## config.mk

```make
export PLATFORM = sky130hd
export DESIGN_NAME = instr_fetch
export DESIGN_NICKNAME = d
export VERILOG_FILES = /design/src/rtl/fetch_pkg.sv /design/src/rtl/branch_lut.sv /design/src/rtl/instr_fetch.sv
export SDC_FILE = /design/constraint.sdc
export NUM_CORES = 1
export LEC_CHECK = 0
export CORE_ASPECT_RATIO = 0.75
export CORE_UTILIZATION = 48
export DETAILED_ROUTE_END_ITERATION = 7
export GPL_ROUTABILITY_DRIVEN = 0
export PLACE_DENSITY = 0.78
export SYNTH_ARGS = -nofsm -noshare
export SYNTH_HDL_FRONTEND = slang
export SYNTH_HIERARCHICAL = 1
export SYNTH_SLANG_ARGS = --single-unit
```

## constraint.sdc

```tcl
create_clock -name clk -period 2.2 [get_ports clk]
set_input_delay 0.44 -clock clk [delete_from_list [all_inputs] [get_ports clk]]
set_output_delay 0.44 -clock clk [all_outputs]
set_load 0.01 [all_outputs]
```

## src/rtl/fetch_pkg.sv

```systemverilog
//============================================================================
// Module  : fetch_pkg
// Brief   : Shared types and defaults for the instruction fetch unit and the
//           3-bit-opcode control decoder (state encoding, field widths,
//           opcode field extraction).
// Revision: 1.0 - initial release
//============================================================================
`default_nettype none

package fetch_pkg;

    localparam int FETCH_PC_W    = 10;
    localparam int FETCH_INSTR_W = 9;
    localparam int FETCH_OP_W    = 3;

    typedef enum logic [1:0] {
        IDLE  = 2'd0,
        PRIME = 2'd1,
        RUN   = 2'd2,
        DONE  = 2'd3
    } fetch_state_e;

    // Opcode lives in the top OP_W bits of the instruction word; the decoder
    // uses the same helper so both sides agree on the field position.
    function automatic logic [FETCH_OP_W-1:0] opcode_field(
        input logic [FETCH_INSTR_W-1:0] instr_word
    );
        return instr_word[FETCH_INSTR_W-1 -: FETCH_OP_W];
    endfunction

endpackage

`default_nettype wire

```

## src/rtl/branch_lut.sv

```systemverilog
//============================================================================
// Module  : branch_lut
// Brief   : Combinational branch-target table. 2**LUT_W absolute PC targets,
//           contents supplied as a packed vector (entry i at bits
//           [i*PC_W +: PC_W]) generated from the branch-target hex file.
// Revision: 1.0 - initial release
//============================================================================
`default_nettype none

module branch_lut #(
    parameter int                             PC_W     = 10,
    parameter int                             LUT_W    = 5,
    parameter logic [(2**LUT_W)*PC_W-1:0]     LUT_INIT = '0
) (
    input  logic [LUT_W-1:0] i_idx,
    output logic [PC_W-1:0]  o_target
);

    localparam int DEPTH = 2**LUT_W;

    logic [PC_W-1:0] w_entries [DEPTH];

    // Unpack the flat initialisation vector into addressable entries.
    for (genvar i = 0; i < DEPTH; i++) begin : g_entry
        assign w_entries[i] = LUT_INIT[i*PC_W +: PC_W];
    end

    assign o_target = w_entries[i_idx];

endmodule

`default_nettype wire

```

## src/rtl/instr_fetch.sv

```systemverilog
//============================================================================
// Module  : instr_fetch
// Brief   : Instruction sequencer. Owns the PC, addresses a synchronous
//           instruction ROM with the next PC so data lines up with pc, and
//           presents one instruction per cycle. Handles stall, halt, taken
//           branches via a target LUT, start/done run control and a
//           saturating run-cycle counter.
// Revision: 1.0 - initial release
//============================================================================
`default_nettype none

module instr_fetch
    import fetch_pkg::*;
#(
    parameter int                             PC_W     = FETCH_PC_W,
    parameter int                             INSTR_W  = FETCH_INSTR_W,
    parameter int                             OP_W     = FETCH_OP_W,
    parameter int                             LUT_W    = 5,
    parameter int                             CNT_W    = 16,
    parameter logic [(2**LUT_W)*PC_W-1:0]     LUT_INIT = '0
) (
    input  logic               clk,
    input  logic               rst_n,
    input  logic               start,
    input  logic               stall,
    input  logic               halt,
    input  logic               branch_taken,
    input  logic [LUT_W-1:0]   branch_idx,
    output logic [PC_W-1:0]    imem_addr,
    input  logic [INSTR_W-1:0] imem_rdata,
    output logic [INSTR_W-1:0] instr,
    output logic [OP_W-1:0]    opcode,
    output logic               instr_valid,
    output logic [PC_W-1:0]    pc,
    output logic               done,
    output logic [CNT_W-1:0]   cycle_cnt
);

    localparam logic [PC_W-1:0]  C_PC_LAST = '1;
    localparam logic [CNT_W-1:0] C_CNT_MAX = '1;

    fetch_state_e     state_q, state_d;
    logic [PC_W-1:0]  pc_q, pc_d;
    logic [CNT_W-1:0] cnt_q, cnt_d;
    logic [PC_W-1:0]  w_br_target;
    logic             w_running;

    branch_lut #(
        .PC_W     (PC_W),
        .LUT_W    (LUT_W),
        .LUT_INIT (LUT_INIT)
    ) u_branch_lut (
        .i_idx    (branch_idx),
        .o_target (w_br_target)
    );

    // Next state, next PC and next cycle count. pc_d doubles as the ROM
    // address so the word read this cycle belongs to next cycle's pc.
    always_comb begin
        state_d = state_q;
        pc_d    = pc_q;
        cnt_d   = cnt_q;
        case (state_q)
            IDLE: begin
                pc_d = '0;
                if (start) begin
                    state_d = PRIME;
                    cnt_d   = '0;
                end
            end
            PRIME: begin
                pc_d    = '0;
                cnt_d   = '0;
                state_d = RUN;
            end
            RUN: begin
                if (cnt_q != C_CNT_MAX) begin
                    cnt_d = cnt_q + 1'b1;
                end
                // Halt beats stall beats branch; a stall re-reads pc so the
                // decoder can re-present the branch once the stall clears.
                if (halt) begin
                    state_d = DONE;
                end else if (stall) begin
                    pc_d = pc_q;
                end else if (branch_taken) begin
                    pc_d = w_br_target;
                end else if (pc_q == C_PC_LAST) begin
                    state_d = DONE;
                end else begin
                    pc_d = pc_q + 1'b1;
                end
            end
            DONE: begin
                if (start) begin
                    state_d = PRIME;
                    pc_d    = '0;
                    cnt_d   = '0;
                end
            end
            default: begin
                state_d = IDLE;
                pc_d    = '0;
                cnt_d   = '0;
            end
        endcase
    end

    // State, PC and counter registers with asynchronous clear.
    always_ff @(posedge clk or negedge rst_n) begin
        if (!rst_n) begin
            state_q <= IDLE;
            pc_q    <= '0;
            cnt_q   <= '0;
        end else begin
            state_q <= state_d;
            pc_q    <= pc_d;
            cnt_q   <= cnt_d;
        end
    end

    assign w_running   = (state_q == RUN);
    assign imem_addr   = pc_d;
    assign instr       = w_running ? imem_rdata : '0;
    assign instr_valid = w_running;
    assign pc          = pc_q;
    assign done        = (state_q == DONE);
    assign cycle_cnt   = cnt_q;

    if (INSTR_W == FETCH_INSTR_W && OP_W == FETCH_OP_W) begin : g_op_pkg
        assign opcode = opcode_field(instr);
    end else begin : g_op_slice
        assign opcode = instr[INSTR_W-1 -: OP_W];
    end

endmodule

`default_nettype wire

```

==> results of run 1 <==
-- power by group --
part	internal, mW	total (mW)	switching, mW
Combinational	0.800	1.64	0.840
Clock	0.124	0.298	0.174
Sequential	0.570	0.628	0.0580
-- worst register-to-register path, cell delays in order (launching register included) --
cell and delay (ns):
dfrtp_1 0.41, inv_1 0.11, ha_4 0.19, buf_4 0.19
and3_1 0.24, nand4_4 0.20, o21ai_4 0.24, mux2_4 0.32
-- kinds of logic after synthesis --
group / Yosys count / synth area share, %
other cells: 1 / 0.163
fa+ha+maj: 5 / 2.72
flops: 28 / 30.5
mux: 8 / 3.81
compound gates: 68 / 22.9
simple gates: 117 / 30.9
buf+inv: 36 / 9.04
-- final cells by class --
class	instances	area [µm²]
Multi-Input combinational cell	208	1610
Timing Repair Buffer	129	1110
Fill cell	303	950
Tap cell	57	71.3
Sequential cell	28	701
Inverter	10	40.0
Clock buffer	3	41.3
-- how the worst max path moves through the flow --
stage               startpoint  slack (ns)  depth (start not counted)           end
floorplan           state_q[0]        0.08                          7  imem_addr[6]
global placement         stall       -0.66                          6  imem_addr[6]
detailed placement       stall       -0.67                          6  imem_addr[6]
CTS                      pc[1]       -0.16                          7  imem_addr[7]
global route        state_q[0]       -0.24                          8  imem_addr[7]
finish                   pc[8]       -0.20                          7  imem_addr[6]
-- synthesized netlist by cell type, types with 6 or more instances --
cell      instances
a211oi_1          6
a21oi_1          10
and2_1           11
and3_1            6
buf_4            13
dfrtp_1          28
inv_1             8
nand2_1          22
nand2b_1          6
nand3_1          11
nand4_1           7
nor2_1           10
nor3_1           10
o211ai_1          7
-- layer usage --
metal | up-vias | GRT usage, % | routed length (µm)
met1 | 1291 | 40.9 | 3360
met5 | - | 0 | 0
li1 | 1206 | - | -
met3 | 29 | 4.53 | 678
met4 | 0 | 7.27 | 256
met2 | 168 | 51.0 | 3960
-- flip-flops by register name, summed over array words and instances, names as in the netlist --
signal	cells
cycle_cnt	16
pc	10
state_q	2
-- repair_timing --
item / in CTS / in global routing
buffers inserted: 8 / 9
resized for setup: 94 / 36
endpoints found under the setup margin: 23 / 22
cloned: 0 / 0
pin swaps: 16 / 13
-- metrics by stage --
stage,total power [mW],util (%)
floorplan,1.34,-
global placement,1.95,71.8
detailed placement,1.99,71.8
CTS,2.41,76.0
global route,2.68,79.0
finish,2.57,79.0
==> metrics.md, run 1 <==
| Metric | Value |
|---|---|
| FF-to-FF End | cycle_cnt[0] |
| Starting Density | 50.9% |
| Crit path capture type | output port |
| Min Tclk post-route | between 2 and 2.5 ns |
| Die height | 61.9 µm |
| Die width | 81.9 µm |
| Top-area cell type share of the netlist area | 30.5% |
| Vias | 2694 |
| DR pass1 iterations | 5 |
| Area Overhead vs Synth | 55.3% |
| Fmax | about 420 MHz |
| Avg Inst Size Synth | about 8.7 µm² |
| Post-synthesis cell type count | 70 |
| Per-cell routed wire length | 19.0 µm |
| Total Routed Length | ~8300 µm |
| Dpl cells | 416 |
| Synth Cell Area | 2300 µm² |
| Final setup violating endpoints | 10 |
| Setup_tns | -1.01 ns |
| Setup Skew | 0.00414 ns |
| Synth area leader | dfrtp_1 |
| Worst hold path class | input port to asynchronous set/reset pin |
| Critical Path RT | roughly 1.8 ns |
| Final Max Slew Viols | 0 |
| Initial antenna violation count | 0 |
| Ys async rst share | 100% |
| Most frequent cells in the layout | buf_4 (54), clkdlybuf4s50_1 (39), dfrtp_1 (28) |
| Via density per instance | between 6 and 7 |
| Flop2flop setup slack | about 0.20 ns |
| Clk root buf | clkbuf_8 |
| Number of core rows | 21 |
| Most used DFF post-synth | dfrtp_1 |
| Max-Cap Viols | 0 |
| Layout cells sized above 1 | 35.2% |
| Drt initial violations | 278 |
| Critical Path, Cell by Cell | buf_4 > nand4_1 > buf_4 > o211ai_1 > a2111oi_2 > a211oi_2 > buf_2 |
| Final ANT Viol Nets | 0 |
| Reg2reg start | state_q[0] |
| GRT Resource Usage Total | 30.1% |
| Max Root-Sink Buffers | 2 |
| Remaining DRCs | 0 |
| TritonCTS buffer count | 3 |
| R2R depth | 7 |
| DP HPWL | 4970 µm |
| Core box area | 4520 µm² |
| Die Footprint | 5070 µm² |
| Pwr Density | 719 nW/µm² |
| Worst path slowest cell | dfrtp_1 |
| Cell family with most CP delay | compound AO/OA/AOI/OAI gates |
| Tcrit/Tclk final | 109% |
| Synthesized instance count | 263 |
| Post-DP Area | 3240 µm² |
| Worst Setup Slack, final | -0.196 ns |
| Layout Nets | slightly above 400 |
| Yosys warning total | 6 |
| Max IR drop VDD | between 700 and 800 µV |
| Failing checks | setup timing |
| Area contributors post-synth | dfrtp_1 (30%), buf_4 (4.2%), nand2_1 (3.6%) |
| Ports | 70 |
| CP max FO | 2 |
| Post-Layout Cell Count | approximately 440 |
| Post-synth EDFFs | 0 |
| Outcome | complete, but fails checks |
| Hold Vio Cnt, Final | 0 |
| H-tree depth | 1 |
| CP max stage delay | 0.37 ns |
| Fin area | 3570 µm² |
| CTS tree | yes |
| Via count of the first global-routing pass | 2285 |
| WP data arrival | 1.96 ns |
| GR Overflow Total | 0 |
| Min Hold Slack | 0.533 ns |
| Setup CP Type | flip-flop to output port |
| Leak Pwr | 1.56 nW |
| Antenna diode count | 0 |
| Yosys reg bits | 28 |
| CTS clk-pin slew, worst paths | around 0.1 ns |
| PortBufs | 64 |
| Sequential share of the synthesized area | 30.5% |
| RSZ-0062 raised after global routing | true |
| Commonest non-fill, non-tap cell in the layout | buf_4 |
| Number of hold buffers added after cts | 0 |
| First-pass GRT wire length | 11500 µm |
| Sink Count | 28 |
| Pin count of the biggest net entering global routing | 29 |
| Critical path buffer and inverter count | 3 |
| Most Frequent Cell on Critical Path | buf_4 |
| Crit start category | flip-flop |
| Skew-Pair Late Insertion Delay | 0.28 ns |
| Post-place setup slack | -0.673 ns |
(Power assumes the default switching activity.)
==> run 2: changes to the inputs <==
--- a/config.mk
+++ b/config.mk
@@ -10,6 +10,7 @@
 export DETAILED_ROUTE_END_ITERATION = 7
 export GPL_ROUTABILITY_DRIVEN = 0
 export PLACE_DENSITY = 0.78
+export SLEW_MARGIN = 0
 export SYNTH_ARGS = -nofsm -noshare
 export SYNTH_HDL_FRONTEND = slang
 export SYNTH_HIERARCHICAL = 1
==> constraint.sdc (replaced) <==
create_clock -name clk -period 2.2 [get_ports clk]
set_input_delay 0.55 -clock clk [delete_from_list [all_inputs] [get_ports clk]]
set_output_delay 0.55 -clock clk [all_outputs]
set_load 0.01 [all_outputs]
==> metrics.md, run 2 (synthesis results as in run 1) <==
| Metric | Value |
|---|---|
| Per-cell routed wire length | 19.9 µm |
| Critical Path, Cell by Cell | ha_2 > and4_4 > o211ai_1 > buf_4 > buf_6 > a211oi_2 > buf_2 |
| Worst hold path class | flip-flop to flip-flop |
| Total Routed Length | 8720 µm |
| Max IR drop VDD | 640 µV |
| Max-Cap Viols | 0 |
| Clk pwr share | 12.0% |
| GR Overflow Total | 0 |
| Die width | 81.9 µm |
| Die Footprint | around 5100 µm² |
| Fmax | just under 400 MHz |
| Drt initial violations | 434 |
| Vias | 2799 |
| CP max stage delay | 0.40 ns |
| Remaining DRCs | 0 |
| Worst Setup Slack, final | -0.331 ns |
| Pwr Density | 725 nW/µm² |
| Total power | about 2.6 mW |
| Leak Pwr | 1.61 nW |
| Min Hold Slack | 0.611 ns |
| CTS tree | yes |
| Outcome | complete, but fails checks |
| H-tree depth | 1 |
| Ports | 70 |
| CP max FO | 4 |
| Hold Vio Cnt, Final | 0 |
| Via density per instance | 6.38 |
| Most frequent cells in the layout | buf_4 (60), clkdlybuf4s50_1 (36), dfrtp_1 (27) |
| Starting Density | 50.9% |
| Via count of the first global-routing pass | 2366 |
| Skew-Pair Late Insertion Delay | 0.30 ns |
| CTS clk-pin slew, worst paths | 0.11 ns |
| Sw Ratio | 41.7% |
| Commonest non-fill, non-tap cell in the layout | buf_4 |
| Number of core rows | 21 |
| Crit start category | flip-flop |
| Critical Path RT | 1.65 ns |
| Crit path capture type | output port |
| PortBufs | 64 |
| Sink Count | 28 |
| Setup Skew | 0.0108 ns |
| First-pass GRT wire length | 11800 µm |
| Comb pwr share | 63.5% |
| DR pass1 iterations | 6 |
| Die height | around 62 µm |
| Final setup violating endpoints | 11 |
| Antenna diode count | 0 |
| Failing checks | setup timing |
| Setup_tns | -2.90 ns |
| Worst path slowest cell | dfrtp_1 |
| Core box area | 4520 µm² |
| Pin count of the biggest net entering global routing | 29 |
| Layout cells sized above 1 | 37.2% |
| Max reg flops | 16 |
| Fin area | 3610 µm² |
| Clk root buf | clkbuf_8 |
| GRT Resource Usage Total | 31.4% |
| TritonCTS buffer count | 3 |
| Max Root-Sink Buffers | 2 |
| Area Overhead vs Synth | 57.2% |
| DP HPWL | 5000 µm |
| Initial antenna violation count | 0 |
| Tcrit/Tclk final | 115% |
| Final Max Slew Viols | 0 |
| RSZ-0062 raised after global routing | true |
| Final ANT Viol Nets | 0 |
| Post-DP Area | 3220 µm² |
| Setup CP Type | flip-flop to output port |
| Layout Nets | 409 |
| Cell Int Power | 1.53 mW |
| Post-place setup slack | -0.901 ns |
| Sequential power share | 24.6% |
| NetSw | 1.09 mW |
| WP data arrival | 1.98 ns |
| Min Tclk post-route | 2.53 ns |
-- run 2: cell types whose count changed in the layout (fill, tap and decap cells not counted), sizes merged --
cell           previous run  this run
buf                      76        80
bufbuf                    0         1
clkbuf                    7        12
clkdlybuf4s15             9         4
clkdlybuf4s50            39        36
dlygate4sd2               1         2
dlymetal6s2s              0         1
-- run 2: critical path: cells and delay by family, from the launching register on --
kind	cells	cell delay, ns
AND/OR/NAND/NOR	1	0.29
flip-flops	1	0.40
adder cells (fa/ha/maj)	1	0.21
AO/OA/AOI/OAI	2	0.33
buffers and inverters	3	0.46
-- run 2: area by class of cell --
class / instances / area, µm²
timing repair buffer: 133 / 1140
inverter: 10 / 40.0
tap: 57 / 71.3
multi-input combinational: 208 / 1620
fill: 272 / 906
sequential: 28 / 702
clock buffer: 3 / 41.3
-- run 2: timing repair --
item / CTS / global route
pin swaps: 18 / 12
endpoints found under the setup margin: 24 / 25
buffers inserted: 22 / 4
cloned: 1 / 1
hold buffers: 0 / 0
resized for setup: 107 / 29
-- run 2: power by group through the flow --
stage	Sequential [mW]	Clock, mW	Combinational (mW)
5_1_grt	0.647	0.330	1.74
6_report	0.643	0.313	1.66
4_1_cts	0.629	0.299	1.53
2_1_floorplan	0.655	0	0.693
3_5_place_dp	0.629	0	1.29
3_3_place_gp	0.626	0	1.27
-- run 2: per-stage QoR --
step	util, %	std cells
6_report	80.0	439
5_1_grt	80.0	439
4_1_cts	78.9	438
3_5_place_dp	71.3	412
3_3_place_gp	71.3	412
2_1_floorplan	-	272
-- run 2: path summary, 6_finish.rpt --
check	start	endpoint	slack, ns	cells past startpoint
max	pc[0]	imem_addr[6]	-0.33	7
min	cycle_cnt[1]	cycle_cnt[1]	0.61	2
max reg2reg	pc[0]	pc[7]	-0.26	14
min reg2reg	cycle_cnt[1]	cycle_cnt[1]	0.61	2
max in group asynchronous	rst_n	state_q[1]	1.27	2
min in group asynchronous	rst_n	state_q[0]	0.63	2
-- run 2: metal layers --
metal	track usage [%]	part of all wire, %	routed length [µm]	vias up
met3	5.99	10	884	53
met4	8.27	3.5	309	0
met2	53.0	46	4000	208
met5	0	0	0	-
li1	-	-	-	1220
met1	41.7	40	3520	1318
==> run 3: changes to the inputs <==
--- a/config.mk
+++ b/config.mk
@@ -5,11 +5,12 @@
 export SDC_FILE = /design/constraint.sdc
 export NUM_CORES = 1
 export LEC_CHECK = 0
+export ABC_AREA = 1
 export CORE_ASPECT_RATIO = 0.75
-export CORE_UTILIZATION = 48
+export CORE_UTILIZATION = 47
 export DETAILED_ROUTE_END_ITERATION = 7
 export GPL_ROUTABILITY_DRIVEN = 0
-export PLACE_DENSITY = 0.78
+export PLACE_DENSITY = 0.77
 export SLEW_MARGIN = 0
 export SYNTH_ARGS = -nofsm -noshare
 export SYNTH_HDL_FRONTEND = slang
==> metrics.md, run 3 <==
| Metric | Value |
|---|---|
| Layout cells sized above 1 | 21.4% |
| Final ANT Viol Nets | 0 |
| Failing checks | setup timing |
| Area Overhead vs Synth | 53.5% |
| Post-DP Area | between 3000 and 4000 µm² |
| Max Root-Sink Buffers | 2 |
| First-pass GRT wire length | between 10000 and 15000 µm |
| Sink Count | 28 |
| Area contributors post-synth | dfrtp_1 (32%), nand2_1 (25%), inv_1 (6.3%) |
| Max-Cap Viols | 0 |
| DP HPWL | roughly 4700 µm |
| TritonCTS buffer count | 3 |
| Max reg flops | 16 |
| Remaining DRCs | 0 |
| Worst hold path class | flip-flop to flip-flop |
| Most used DFF post-synth | dfrtp_1 |
| Max IR drop VDD | 814 µV |
| PortBufs | 64 |
| Total Routed Length | 6930 µm |
| Most numerous cell in the Yosys netlist | nand2_1 |
| Yosys warning total | 6 |
| Total power | 2.20 mW |
| Final Max Slew Viols | 0 |
| Drt initial violations | 200 |
| RSZ-0062 raised after global routing | true |
| CP max FO | 8 |
| Setup CP Type | flip-flop to output port |
| Core box area | 4490 µm² |
| GR Overflow Total | 0 |
| Post-synth EDFFs | 0 |
| Layout Nets | 489 |
| Min Hold Slack | ~0.60 ns |
| Top-area cell type share of the netlist area | 31.8% |
| Number of core rows | 21 |
| Min Tclk post-route | 2.40 ns |
| Post-synthesis cell type count | 28 |
| Vias | 2674 |
| Top post-synthesis cells by count | nand2_1 (148), inv_1 (37), nor2_1 (30) |
| Critical Path RT | 1.65 ns |
| Pwr Density | 652 nW/µm² |
| Via count of the first global-routing pass | 2342 |
| Synth Cell Area | 2200 µm² |
| Initial antenna violation count | 0 |
| Number of hold buffers added after cts | 0 |
| Tcrit/Tclk final | 109% |
| Slew HR | approximately three fifths |
| Clk root buf | clkbuf_8 |
| Die width | roughly 81 µm |
| H-tree depth | 1 |
| Ports | 70 |
| Worst Setup Slack, final | -0.200 ns |
| Final setup violating endpoints | 10 |
| Crit path capture type | output port |
| Antenna diode count | 0 |
| CTS clk-pin slew, worst paths | 0.10 ns |
| Outcome | complete, but fails checks |
| CTS tree | yes |
| Die height | 61.3 µm |
| Commonest non-fill, non-tap cell in the layout | nand2_1 |
| Most frequent cells in the layout | nand2_1 (139), buf_4 (39), clkdlybuf4s50_1 (38) |
| Critical Path, Cell by Cell | ha_2 > nand2_2 > nor2_4 > nand3_1 > buf_6 > buf_4 > a21oi_2 > o21ai_1 > nand2_1 > buf_2 |
| Pin count of the biggest net entering global routing | 29 |
| Worst path slowest cell | dfrtp_1 |
| Setup Skew | 0.00435 ns |
| WP data arrival | 1.85 ns |
| Via density per instance | 5.14 |
| Post-place setup slack | -0.635 ns |
| Synthesized instance count | 353 |
| Per-cell routed wire length | 13.3 µm |
| Yosys reg bits | 28 |
| Leak Pwr | 1.71 nW |
| CP max stage delay | roughly 0.38 ns |
| Worst slew pin tran | 0.622 ns |
| Hold Vio Cnt, Final | 0 |
| GRT Resource Usage Total | between 20% and 30% |
| Crit start category | flip-flop |
| Die Footprint | 4970 µm² |
| DR pass1 iterations | 5 |
| Skew-Pair Late Insertion Delay | 0.29 ns |
| Synth area leader | dfrtp_1 |
| Avg Inst Size Synth | 6.24 µm² |
| Ys async rst share | 100% |
| Fmax | ~420 MHz |
| Starting Density | 49.0% |
| Fin area | 3380 µm² |
| Sequential share of the synthesized area | 31.8% |
-- run 3: cell types whose count changed in the layout (fill, tap and decap cells not counted), sizes merged, moves of 14 or more --
cell         before  now
dlygate4sd2       2   16
nor2             12   33
o21ai             6   22
nand2            23  149
inv              10   37
buf              80   64
-- run 3: routing by layer --
| layer | vias to the layer above | part of all wire, % | global-route usage [%] |
|---|---|---|---|
| li1 | 1297 | - | - |
| met1 | 1238 | 44 | 38.8 |
| met2 | 129 | 46 | 46.9 |
| met3 | 10 | 8.6 | 4.74 |
| met4 | 0 | 1.0 | 8.93 |
| met5 | - | 0 | 0 |
-- run 3: metrics by stage --
| step | TNS, ns | cells | utilization [%] |
|---|---|---|---|
| final | -1.20 | 520 | 75.3 |
| after global routing | -2.41 | 520 | 75.3 |
| after global placement | -5.24 | 494 | 67.7 |
| after detailed placement | -5.67 | 494 | 67.7 |
| after CTS | -1.31 | 515 | 72.7 |
| after floorplan | 0 | 362 | - |
-- run 3: power breakdown --
part | switching [mW] | internal [mW]
registers | 0.0504 | 0.571
logic | 0.657 | 0.588
clock network | 0.176 | 0.161
total | 0.884 | 1.32
-- run 3: kinds of logic after synthesis --
logic type,after synthesis,share of synthesized area [%]
adders and majority gates,5,2.84
other,1,0.170
AOI/OAI and AO/OA,36,8.86
and+or+nand+nor,219,41.2
xor gates and xnor gates,5,1.99
DFF,28,31.8
buffers and inverters,59,13.2
-- run 3: cell type report --
type                       instances  area, µm²
inverter                          38        144
fill                             362       1110
timing repair buffer             118       1060
clock buffer                       4       55.1
multi-input combinational        275       1350
sequential                        28        701
tap                               57       71.3
-- run 3: repair_timing --
action,4_1_cts,5_1_grt
cloned,1,0
pin swaps,12,14
resized for setup,88,21
hold endpoints to repair,0,0
endpoints found under the setup margin,23,19
buffers inserted,17,7
-- run 3: path summary, 6_finish.rpt --
path / startpoint / end / slack, ns / depth (start not counted)
worst max-delay path: pc[0] / imem_addr[5] / -0.20 / 10
worst min-delay path: cycle_cnt[4] / cycle_cnt[4] / 0.60 / 2
worst max register to register: pc[0] / pc[0] / 0.09 / 18
worst min register to register: cycle_cnt[4] / cycle_cnt[4] / 0.60 / 2
max in group asynchronous: rst_n / pc[4] / 1.28 / 2
min in group asynchronous: rst_n / cycle_cnt[9] / 0.64 / 2
-- run 3: worst max-delay path: cells and delay by family, from the launching register on --
| family | cells | cell delay [ns] |
|---|---|---|
| flops | 1 | 0.38 |
| buf+inv | 3 | 0.42 |
| fa+ha+maj | 1 | 0.20 |
| simple gates | 4 | 0.36 |
| compound gates | 2 | 0.20 |
